--- config.mk ---
export PLATFORM = sky130hd
export DESIGN_NAME = whack_round_ctrl
export DESIGN_NICKNAME = d
export VERILOG_FILES = /design/src/rtl/whack_round_ctrl.sv
export SDC_FILE = /design/constraint.sdc
export NUM_CORES = 1
export LEC_CHECK = 0
export ABC_CLOCK_PERIOD_IN_PS = 3100
export BUFFER_PORTS_ARGS = -buffer_cell sky130_fd_sc_hd__buf_2
export CAP_MARGIN = 15
export CORE_ASPECT_RATIO = 0.5
export CORE_MARGIN = 3
export CORE_UTILIZATION = 61
export CTS_BUF_LIST = sky130_fd_sc_hd__clkbuf_8
export CTS_CLUSTER_DIAMETER = 50
export CTS_CLUSTER_SIZE = 8
export DETAILED_ROUTE_END_ITERATION = 7
export GPL_ROUTABILITY_DRIVEN = 0
export PLACE_DENSITY = 0.94
export RECOVER_POWER = 50
export SETUP_SLACK_MARGIN = 0.1
export SLEW_MARGIN = 20
export SYNTH_ARGS = -nofsm -noshare
export SYNTH_HDL_FRONTEND = slang
export SYNTH_SLANG_ARGS = --single-unit
--- constraint.sdc ---
create_clock -name clk -period 3.1 [get_ports clk]
set_clock_uncertainty 0.15 [all_clocks]
set_input_delay 0.155 -clock clk [delete_from_list [all_inputs] [get_ports clk]]
set_output_delay 0.155 -clock clk [all_outputs]
set_load 0.02 [all_outputs]
--- src/rtl/whack_round_ctrl.sv ---
`default_nettype none
// ---- whack_round_ctrl: session/round sequencer for whack-a-mole (rev 1.0) ----
// Owns game/round timers and miss budget, handshakes patterns, judges presses.

module whack_round_ctrl #(
  parameter int unsigned GAME_TICKS = 60000,
  parameter int unsigned ROUND_T0   = 5000,
  parameter int unsigned ROUND_T1   = 4000,
  parameter int unsigned ROUND_T2   = 3000,
  parameter int unsigned ROUND_T3   = 2000,
  parameter int unsigned GAP_TICKS  = 16,
  parameter int unsigned MAX_MISSES = 3
) (
  input  logic       clk,
  input  logic       rst,
  input  logic       start,
  input  logic [6:0] btn,
  input  logic       pat_ack,
  input  logic [6:0] pat_data,
  output logic       pat_req,
  output logic [2:0] num_lit,
  output logic [6:0] pattern_shown,
  output logic [6:0] lockout,
  output logic [7:0] score,
  output logic [2:0] misses,
  output logic       playing,
  output logic       game_over,
  output logic       hit_pulse,
  output logic       miss_pulse
);

  localparam logic [15:0] c_game_ticks = 16'(GAME_TICKS);
  localparam logic [15:0] c_round_t0   = 16'(ROUND_T0);
  localparam logic [15:0] c_round_t1   = 16'(ROUND_T1);
  localparam logic [15:0] c_round_t2   = 16'(ROUND_T2);
  localparam logic [15:0] c_round_t3   = 16'(ROUND_T3);
  localparam logic [15:0] c_gap_last   = 16'(GAP_TICKS - 1);
  localparam logic [2:0]  c_max_misses = 3'(MAX_MISSES);

  typedef enum logic [2:0] {
    ST_IDLE = 3'd0,
    ST_REQ  = 3'd1,
    ST_SHOW = 3'd2,
    ST_GAP  = 3'd3,
    ST_OVER = 3'd4
  } state_t;

  state_t      state_q, state_d;
  logic        start_q;
  logic [15:0] game_tmr_q, game_tmr_d;
  logic [15:0] round_tmr_q, round_tmr_d;
  logic [15:0] gap_cnt_q, gap_cnt_d;
  logic [6:0]  pattern_q, pattern_d;
  logic [6:0]  lockout_q, lockout_d;
  logic [7:0]  score_q, score_d;
  logic [2:0]  misses_q, misses_d;
  logic        hit_q, hit_d;
  logic        miss_q, miss_d;

  logic        w_start_edge;
  logic        w_live;
  logic        w_expired;
  logic [1:0]  w_level;
  logic [15:0] w_round_load;
  logic [6:0]  w_eff;
  logic [6:0]  w_wrong;
  logic        w_hit;
  logic [2:0]  w_misses_inc;

  assign w_start_edge = start & ~start_q;
  assign w_live       = (state_q == ST_REQ) | (state_q == ST_SHOW) | (state_q == ST_GAP);
  assign w_expired    = w_live & (game_tmr_q == 16'd0);
  assign w_eff        = btn & ~lockout_q;
  assign w_wrong      = w_eff & ~pattern_q;
  assign w_hit        = ((w_eff & pattern_q) == pattern_q);
  assign w_misses_inc = misses_q + 3'd1;

  always_comb begin
    if (score_q < 8'd5)       w_level = 2'd0;
    else if (score_q < 8'd10) w_level = 2'd1;
    else if (score_q < 8'd20) w_level = 2'd2;
    else                      w_level = 2'd3;
  end

  always_comb begin
    case (w_level)
      2'd0:    w_round_load = c_round_t0;
      2'd1:    w_round_load = c_round_t1;
      2'd2:    w_round_load = c_round_t2;
      default: w_round_load = c_round_t3;
    endcase
  end

  always_comb begin
    state_d     = state_q;
    game_tmr_d  = game_tmr_q;
    round_tmr_d = round_tmr_q;
    gap_cnt_d   = gap_cnt_q;
    pattern_d   = pattern_q;
    lockout_d   = lockout_q;
    score_d     = score_q;
    misses_d    = misses_q;
    hit_d       = 1'b0;
    miss_d      = 1'b0;

    if (w_live && (game_tmr_q != 16'd0)) game_tmr_d = game_tmr_q - 16'd1;

    // Game expiry overrides everything else in any playing state.
    if (w_expired) begin
      state_d   = ST_OVER;
      pattern_d = 7'd0;
      lockout_d = 7'd0;
    end else begin
      case (state_q)
        ST_IDLE, ST_OVER: begin
          if (w_start_edge) begin
            score_d    = 8'd0;
            misses_d   = 3'd0;
            lockout_d  = 7'd0;
            game_tmr_d = c_game_ticks;
            state_d    = ST_REQ;
          end
        end
        ST_REQ: begin
          if (pat_ack) begin
            pattern_d   = (pat_data == 7'd0) ? 7'b0000001 : pat_data;
            round_tmr_d = w_round_load;
            lockout_d   = 7'd0;
            state_d     = ST_SHOW;
          end
        end
        ST_SHOW: begin
          if (w_hit) begin
            score_d   = (score_q == 8'hFF) ? score_q : score_q + 8'd1;
            hit_d     = 1'b1;
            pattern_d = 7'd0;
            gap_cnt_d = 16'd0;
            state_d   = ST_GAP;
          end else if (|w_wrong) begin
            lockout_d = lockout_q | w_wrong;
          end else if (round_tmr_q == 16'd0) begin
            misses_d  = w_misses_inc;
            miss_d    = 1'b1;
            pattern_d = 7'd0;
            if (w_misses_inc == c_max_misses) begin
              lockout_d = 7'd0;
              state_d   = ST_OVER;
            end else begin
              gap_cnt_d = 16'd0;
              state_d   = ST_GAP;
            end
          end else begin
            round_tmr_d = round_tmr_q - 16'd1;
          end
        end
        ST_GAP: begin
          if (gap_cnt_q == c_gap_last) state_d = ST_REQ;
          else                         gap_cnt_d = gap_cnt_q + 16'd1;
        end
        default: state_d = ST_IDLE;
      endcase
    end
  end

  always_ff @(posedge clk or posedge rst) begin
    if (rst) begin
      state_q     <= ST_IDLE;
      start_q     <= 1'b0;
      game_tmr_q  <= 16'd0;
      round_tmr_q <= 16'd0;
      gap_cnt_q   <= 16'd0;
      pattern_q   <= 7'd0;
      lockout_q   <= 7'd0;
      score_q     <= 8'd0;
      misses_q    <= 3'd0;
      hit_q       <= 1'b0;
      miss_q      <= 1'b0;
    end else begin
      state_q     <= state_d;
      start_q     <= start;
      game_tmr_q  <= game_tmr_d;
      round_tmr_q <= round_tmr_d;
      gap_cnt_q   <= gap_cnt_d;
      pattern_q   <= pattern_d;
      lockout_q   <= lockout_d;
      score_q     <= score_d;
      misses_q    <= misses_d;
      hit_q       <= hit_d;
      miss_q      <= miss_d;
    end
  end

  assign pat_req       = (state_q == ST_REQ);
  assign num_lit       = {1'b0, w_level} + 3'd1;
  assign pattern_shown = pattern_q;
  assign lockout       = lockout_q;
  assign score         = score_q;
  assign misses        = misses_q;
  assign playing       = w_live;
  assign game_over     = (state_q == ST_OVER);
  assign hit_pulse     = hit_q;
  assign miss_pulse    = miss_q;

endmodule

`default_nettype wire

# --- Word level (Yosys, flattened, before mapping) ---
# Cells that the tools add are included.
word_totals:
  ff_bits: 79
  wordCells: 143
  in_bits: 18
  output_inout_bits: 33
op_classes:
  n_lt_le_gt_ge: 3
  mux: 60
  n_reduce_logical: 21
  add_sub_neg: 6
  eq_ne: 30
  bitwise_logic: 12
ops:
  columns: ["op", "n"]
  rows:
  - ["16-bit two-way mux", 13]
  - ["7-bit two-way mux", 13]
  - ["16-bit case mux with 2 select lines", 2]
  - ["13-bit case mux with 3 select lines", 1]
  - ["3-bit two-way mux", 12]
  - ["16-bit logical NOT", 2]
  - ["16-bit by 1-bit subtractor with 16-bit output, second input constant", 2]
  - ["8-bit two-way mux", 3]
  - ["6-bit AND reduction", 4]
  - ["7-bit AND", 3]
  - ["7-bit case mux with 3 select lines", 1]
  - ["16-bit by 1-bit adder with 16-bit output, second input constant", 1]
  - ["16-bit by 4-bit equality test with 1-bit output, second input constant", 1]
  - ["2-bit != test, second input constant", 8]
  - ["8-bit case mux with 2 select lines", 1]
  - ["16-bit nonzero test", 1]
  - ["7-bit inverter", 2]
  - ["7-bit case mux with 2 select lines", 1]
  - ["3-bit != test, second input constant", 4]
  - ["3-bit case mux with 4 select lines", 1]
  - ["5-bit AND reduction", 2]
  - ["3-bit by 2-bit equality test with 1-bit output, second input constant", 3]
  - ["1-bit two-way mux", 9]
  - ["3-bit by 2-bit != test with 1-bit output, second input constant", 3]
  - ["32 further kinds", 39]

# --- Depth between registers and ports, before layout ---
# Gate-level depths: netlist (run 1).
depth:
  depth_word: 8
  mapped_depth: 10

# --- Worst setup path after synthesis (run 1) ---
# OpenSTA, ideal clock, no wires.
synth_path:
  path_type: "register to register"
  startpoint: "register state_q[1]"
  endpoint: "register round_tmr_q[8]"
  path_stages_with_launch: 8
  setup_time_ns: 0.136
  t_required_ns: 2.814
  n_path_buf: 1
  slack_ns: 0.622
  arrival_time_ns: 2.192
  cell_sequence: "dfrtp_1 buf_2 nor3b_2 nand2_1 o21a_1 or3_1 o21ai_0 or3b_2"
synth_between:
  elab_chain_cells: 6
synth_lines:
  columns: ["item", "line", "source"]
  rows:
  - ["start: declaration", "48", "state_t state_q, state_d;"]
  - ["start signal: assignment", "179", "state_q <= state_d;"]
  - ["3-bit by 1-bit equality test with 1-bit output *", null, null]
  - ["net pat_req", "20", "output logic pat_req,"]
  - ["1-bit OR (2 in a row)", "71", "assign w_live = (state_q == ST_REQ) | (state_q == ST_SHOW) | (state_q == ST_GAP);"]
  - ["1-bit AND", "72", "assign w_expired = w_live & (game_tmr_q == 16'd0);"]
  - ["1-bit inverter (no source line)", null, null]
  - ["6-bit AND reduction (no source line)", null, null]
  - ["end signal: assignment", "182", "round_tmr_q <= round_tmr_d;"]
  - ["end: declaration", "51", "logic [15:0] round_tmr_q, round_tmr_d;"]
# The timed path passes the listed nets; every way through them passes the cells marked *.
# A chain may end at the register's enable or synchronous reset.

# --- Worst setup path after layout (run 1) ---
layout_path:
  startpoint: "register round_tmr_q[0]"
  endpoint: "register round_tmr_q[8]"
layout_between:
  elab_chain_cells: 5
layout_lines:
  columns: ["item", "line", "source"]
  rows:
  - ["16-bit by 1-bit subtractor with 16-bit output", "153", "round_tmr_d = round_tmr_q - 16'd1;"]
  - ["16-bit two-way mux", "141", "end else if (round_tmr_q == 16'd0) begin"]
  - ["16-bit two-way mux", "139", "end else if (|w_wrong) begin"]
  - ["16-bit two-way mux", "133", "if (w_hit) begin"]
  - ["16-bit case mux with 2 select lines", "114", "case (state_q)"]
# Parallel ways exist; a longest one is shown, timed or not. The select of a mux whose other input is x is not followed.

==> results.yml, run 1 <==
power_and_ir_drop:
  power_w: 0.00479
  power.density_nw_per_um2: 892
  leakage_nw: 2.28
  vdd_drop_max_v: 0.000451
detailed_routing:
  drc: 0
  drt_iter0_drc: 757
  first_pass_iters: 6
  routedWlPerCell_microns: 18.1
  vias_per_cell: 6.64
  wirelength_microns: 12600
  num_vias: 4629
  final_antenna_net_count: 0
clock_tree:
  htree_levels: 3
  clk_pin_slew_ns: 0.09
  clock-sinks: 79
  cts_buffers: 9
  cts-root-buf: "clkbuf_8"
  cts_tree: "done"
  cts_max_path_buffers: 2
  insertion_delay_ns: 0.37
  ctsResizeCount: 0
yosys:
  synth_edf_count: 0
  synth_top_family_by_area: "simple AND/OR/NAND/NOR gates"
  yosysTopAreaCellShare_pct: 42.0
  synthSimpleGateAreaFrac_pct: 27.5
  synth_async_sr_flop_share_pct: 100
  syn_inst: 533
  muxShareOfSynthArea_pct: 2.16
  ys_warn_count: 0
  ys_dominant_reg_cell: "dfrtp_1"
  synth_area_per_cell_sq_um: 8.82
  synth_largest_area_cell: "dfrtp_1"
  synth_area_sq_um: 4700
  ys_types: 60
  synthXorXnorAreaFrac_pct: 2.42
  yosysSeqAreaShare_pct: 42.0
  synth_fa_ha_area_share_pct: 2.93
  ys_seq_elements: 79
  syn_nets: 562
  synth-compound-area-share_pct: 18.7
  synth.area.top_cells: "dfrtp_1 (42%), nand2_1 (5.1%), o21ai_0 (3.5%)"
timing:
  slew_violations: 0
  slew_headroom_pct: 14.0
  rsz0062_at_grt: "no"
  fmax_ghz: 0.348
  period_share_pct: 92.7
  tightest_slew_ns: 1.29
  hold_viol: 0
  finalSetupTns_ns: 0
  timing.hold.ws_ns: 0.0127
  fin_crit_ns: 2.88
  finalSetupViolations: 0
final_layout:
  n_antenna_cell: 0
  fin_util_pct: 76.0
  nets: 629
  drive_gt1_share_pct: 12.2
  finish.instance_area_sq_um: 5370
  syn2layout_area_growth_pct: 14.2
global_route:
  grt_max_degree: 64
  grt_pass1_wl_microns: 21200
  grt_pass1_vias: 4393
  grt_antenna_before_repair: 0
  grt_overflow: 0
  grtUsageTotal_pct: 30.6
min_path:
  worstHoldPathType: "input pin to register"
die:
  die_area_sq_um: 8860
  die_width_microns: 130
  coreArea_sq_um: 7070
  die_y_microns: 68.1
  ioPinCount: 51
  num_rows: 21
  start_util_pct: 66.5
critical_path:
  critical_path_arrival_ns: 2.97
  cpMaxStageDelayCell: "or3b_2"
  worst_path_most_repeated_cell: "or3_1"
  critPathMaxStageDelay_ns: 0.46
  critPathCaptureType: "register"
  crit_buf_inv: 1
  required_ns: 3.19
  path_class: "register to register"
  path_cells: "inv_1, ha_1, nor3b_2, nand2_1, or3_1, or3_1, o21ai_0, or3b_2"
  worstPathMaxFanout: 5
  start_kind: "register"
  path_delay_family: "simple AND/OR/NAND/NOR gates"
placed_design:
  detailed_place_hpwl_microns: 8450
  place_area_sq_um: 5090
  portBuffers: 50
flow_run:
  drv_cap: 0
run_status:
  status: "complete, no violations"
-- timing repair --
| item | 4_1_cts | 5_1_grt |
|---|---|---|
| endpoints found under the hold margin | 72 | 0 |
| setup endpoints to repair | 0 | 0 |
| buffers inserted | 0 | 0 |
| hold buffers | 11 | 0 |
-- registers in the layout, summed over array words and instances, names as in the netlist --
register	count
pattern_shown	7
score	8
start_q	1
game_tmr_q	16
lockout	7
state_q	3
misses	3
miss_pulse	1
hit_pulse	1
gap_cnt_q	16
round_tmr_q	16
-- path summary, 6_finish.rpt --
| path | cells past startpoint | start | to | slack, ns |
|---|---|---|---|---|
| setup / recovery | 8 | round_tmr_q[0] | round_tmr_q[8] | 0.22 |
| hold / removal | 3 | btn[3] | lockout[3] | 0.01 |
| setup reg to reg | 8 | round_tmr_q[0] | round_tmr_q[8] | 0.22 |
| hold reg to reg | 1 | gap_cnt_q[10] | gap_cnt_q[10] | 0.36 |
| max in group asynchronous | 4 | rst | score[1] | 0.86 |
| min in group asynchronous | 3 | rst | round_tmr_q[8] | 0.54 |
-- worst min-delay path, cell delays in order --
cell and delay [ns]:
buf_2 0.11, a21oi_1 0.16, a2111oi_1 0.06
-- routing by layer --
metal,GRT usage (%),vias up,wire length [microns]
li1,-,2092,-
met1,39.2,2222,5270
met2,50.8,262,5820
met3,7.95,53,1100
met4,11.9,0,425
met5,0,-,0
-- report_power, final --
group          switching (W)  total (W)  leakage (nW)  internal, W
registers           0.000437    0.00178         0.997      0.00134
logic                0.00138    0.00218          1.18     0.000799
clock network       0.000386   0.000834         0.104     0.000447
total                0.00221    0.00479          2.28      0.00259
-- through the flow --
step / setup slack, ns / instances
global placement: 0.513 / 670
CTS: 0.332 / 697
global route: 0.114 / 697
floorplan: 0.622 / 533
finish: 0.225 / 697
detailed placement: 0.364 / 670
-- placed cells by master, fill, tap and decap left out, drive strengths merged, types with 5 or more instances in the layout --
| cell | instances |
|---|---|
| buf | 34 |
| o21ai | 34 |
| nand2 | 65 |
| dlygate4sd3 | 11 |
| ha | 11 |
| o22ai | 5 |
| clkbuf | 39 |
| dfrtp | 79 |
| nand2b | 19 |
| xor2 | 8 |
| a31oi | 15 |
| nor2 | 41 |
| and4 | 5 |
| nor4 | 13 |
| mux2i | 9 |
| a211oi | 8 |
| nand3 | 21 |
| or4 | 5 |
| nand4 | 12 |
| a21o | 8 |
| inv | 31 |
| nor3 | 22 |
| nand3b | 5 |
| or3 | 10 |
| a21oi | 23 |
| xnor2 | 5 |
| and3 | 7 |
| o22a | 6 |
-- synthesized netlist by cell type (2+ instances only) --
cell and instances:
and3_1 7, o22ai_1 4, o32ai_1 2, a31o_2 4, o21ai_0 33, nor3b_2 2
buf_2 3, a21o_1 8, a21oi_1 22, nand3b_1 5, a2111oi_1 3, xnor2_1 5
a31oi_1 15, o21a_1 4, o22a_1 6, or4_1 5, nand3_1 21, nand4_1 11
nor4b_1 3, mux2i_1 9, clkbuf_1 14, dfrtp_1 79, a22o_1 2, o211ai_1 4
and4_1 5, nor3b_1 2, nor2_1 41, inv_1 29, o21ba_2 2, nand2_1 64
nor3_1 19, and2_1 2, nor3_2 3, nor4_1 11, a211oi_1 8, buf_6 2
ha_1 11, o31ai_1 4, or3b_2 3, xor2_1 8, a41oi_1 2, or3_1 9
a22oi_1 2, nand2b_1 19
-- logic make-up (layout without fill, tap and decap cells) --
kind of cell | after synthesis | count (layout)
muxes | 10 | 10
and+or+nand+nor | 240 | 240
adders and majority gates | 11 | 11
buffers and inverters | 48 | 120
AOI/OAI and AO/OA | 132 | 132
DFF | 79 | 79
xor gates and xnor gates | 13 | 13
-- area by class of cell --
type | instances | area (sq um)
Multi-Input combinational cell | 406 | 2530
Clock buffer | 9 | 124
Clock inverter | 7 | 90.1
Timing Repair Buffer | 75 | 425
Sequential cell | 79 | 1980
Tap cell | 92 | 115
Fill cell | 484 | 1700
Inverter | 29 | 109
(Power assumes the default switching activity.)
==> inputs of run 2 (changes only) <==
--- a/config.mk
+++ b/config.mk
@@ -6,17 +6,17 @@
 export NUM_CORES = 1
 export LEC_CHECK = 0
 export ABC_CLOCK_PERIOD_IN_PS = 3100
-export BUFFER_PORTS_ARGS = -buffer_cell sky130_fd_sc_hd__buf_2
+export BUFFER_PORTS_ARGS = -buffer_cell sky130_fd_sc_hd__clkbuf_2
 export CAP_MARGIN = 15
 export CORE_ASPECT_RATIO = 0.5
 export CORE_MARGIN = 3
-export CORE_UTILIZATION = 61
+export CORE_UTILIZATION = 50
 export CTS_BUF_LIST = sky130_fd_sc_hd__clkbuf_8
 export CTS_CLUSTER_DIAMETER = 50
 export CTS_CLUSTER_SIZE = 8
 export DETAILED_ROUTE_END_ITERATION = 7
 export GPL_ROUTABILITY_DRIVEN = 0
-export PLACE_DENSITY = 0.94
+export PLACE_DENSITY = 0.82
 export RECOVER_POWER = 50
 export SETUP_SLACK_MARGIN = 0.1
 export SLEW_MARGIN = 20
==> run 2 against run 1 <==
Against the previous run: the flow now finishes with violations (max-capacitance violations, max-slew violations); via count shrank 3.9%; non-clock buffer count increased by 7; setup slack gained 0.088 ns; total power fell by 0.30%; global-route usage shrank 7.5 points; fmax rose by 3.2%; final cell count up 4.6%; sequential cell count unchanged; die area is 20% higher; critical endpoint is now lockout[4]; largest cell class unchanged; highest routed layer unchanged.
==> results.yml, run 2 (synthesis gave the netlist of run 1 again) <==
final_layout:
  nets: 636
  final_cell_mix: "dfrtp_1 (79), nand2_1 (64), nor2_1 (41)"
  reg_top3: "game_tmr_q x16, gap_cnt_q x16, round_tmr_q x16"
  layout_commonest_cell: "dfrtp_1"
  fin_util_pct: 61.4
  drive_gt1_share_pct: 12.7
  stdcell_count: 729
  n_antenna_cell: 0
  syn2layout_area_growth_pct: 16.6
die:
  start_util_pct: 52.7
  coreArea_sq_um: 8920
  num_rows: 24
  ioPinCount: 51
  die_width_microns: 143
  die_y_microns: 74.6
  die_area_sq_um: 10700
timing:
  timing.hold.ws_ns: 0.342
  tightest_slew_ns: 1.94
  finalSetupViolations: 0
  rsz0062_at_grt: "no"
  fin_crit_ns: 2.79
  hold_viol: 0
  period_share_pct: 89.9
  finalSetupTns_ns: 0
  slew_violations: 43
  slew_headroom_pct: -30.1
  fmax_ghz: 0.359
global_route:
  grtUsageTotal_pct: 23.1
  grt_pass1_vias: 4137
  grt_antenna_before_repair: 0
  grt_overflow: 0
  grt_pass1_wl_microns: 19600
  grt_max_degree: 43
power_and_ir_drop:
  power.density_nw_per_um2: 872
  vdd_drop_max_v: 0.000377
  leakage_nw: 2.32
detailed_routing:
  first_pass_iters: 5
  final_antenna_net_count: 0
  num_vias: 4448
  drc: 0
  routedWlPerCell_microns: 16.5
  drt_iter0_drc: 613
  vias_per_cell: 6.10
  wirelength_microns: 12000
critical_path:
  r2r_cells: 7
  required_ns: 3.18
  critPathCaptureType: "register"
  worstPathMaxFanout: 9
  path_class: "register to register"
  critical_path_arrival_ns: 2.87
  start_kind: "register"
clock_tree:
  clk_pin_slew_ns: 0.08
  cts_buffers: 9
  insertion_delay_ns: 0.38
  cts_max_path_buffers: 2
  cts_tree: "done"
  ctsResizeCount: 0
  htree_levels: 3
  post_cts_buffers: 0
  cts-root-buf: "clkbuf_8"
  clock-sinks: 79
  ctsHoldBuffers: 17
min_path:
  min_path_cells: 2
  worstHoldPathType: "input pin to register"
placed_design:
  portBuffers: 50
  detailed_place_hpwl_microns: 8420
  placed_cells: 696
run_status:
  violations: "max-capacitance violations, max-slew violations"
  status: "finished, violations left"
flow_run:
  drv_cap: 1
[run 2: cell count changes in the layout (fill, tap and decap cells not counted), moves of 2 or more]
| cell | before | now |
|---|---|---|
| clkbuf_1 | 30 | 28 |
| buf_2 | 21 | 0 |
| dlygate4sd3_1 | 11 | 17 |
| clkbuf_2 | 0 | 24 |
| clkinvlp_4 | 3 | 1 |
[run 2: critical path: stages, from the launching register on]
cell and delay (ns):
dfrtp_1 0.41, inv_1 0.09, ha_1 0.14, nor4b_2 0.25, and4_1 0.47, o22ai_4 0.14, or3_1 0.49, a2111oi_1 0.50
[run 2: power by group]
group / internal (W) / switching [W]
Sequential: 0.00134 / 0.000430
Clock: 0.000472 / 0.000399
Combinational: 0.000801 / 0.00133
Total: 0.00262 / 0.00216
[run 2: final timing paths]
kind	startpoint	to	slack, ns
max	game_tmr_q[0]	lockout[4]	0.31
min	start	start_q	0.34
max reg2reg	game_tmr_q[0]	lockout[4]	0.31
min reg2reg	gap_cnt_q[10]	gap_cnt_q[10]	0.37
max in group asynchronous	rst	score[2]	0.87
min in group asynchronous	rst	miss_pulse	0.67
[run 2: final cells by class]
class	count	area [sq um]
Fill cell	751	3440
Multi-Input combinational cell	406	2530
Sequential cell	79	1980
Timing Repair Buffer	82	493
Tap cell	117	146
Clock buffer	10	138
Inverter	29	110
Clock inverter	6	85.1
[run 2: metrics by stage]
step	setup WS [ns]	power (W)	instance area, sq um
finish	0.313	0.00478	5480
global route	0.199	0.00509	5480
CTS	0.322	0.00477	5520
detailed placement	0.352	0.00388	5130
global placement	0.512	0.00381	5130
floorplan	0.622	0.00324	4700
[run 2: routing by layer]
layer	part of all wire, %	GRT usage [%]	wire, microns
met5	0	0	0
met3	6.4	5.46	773
met1	48	32.2	5710
met4	1.6	7.59	190
met2	44	36.1	5320
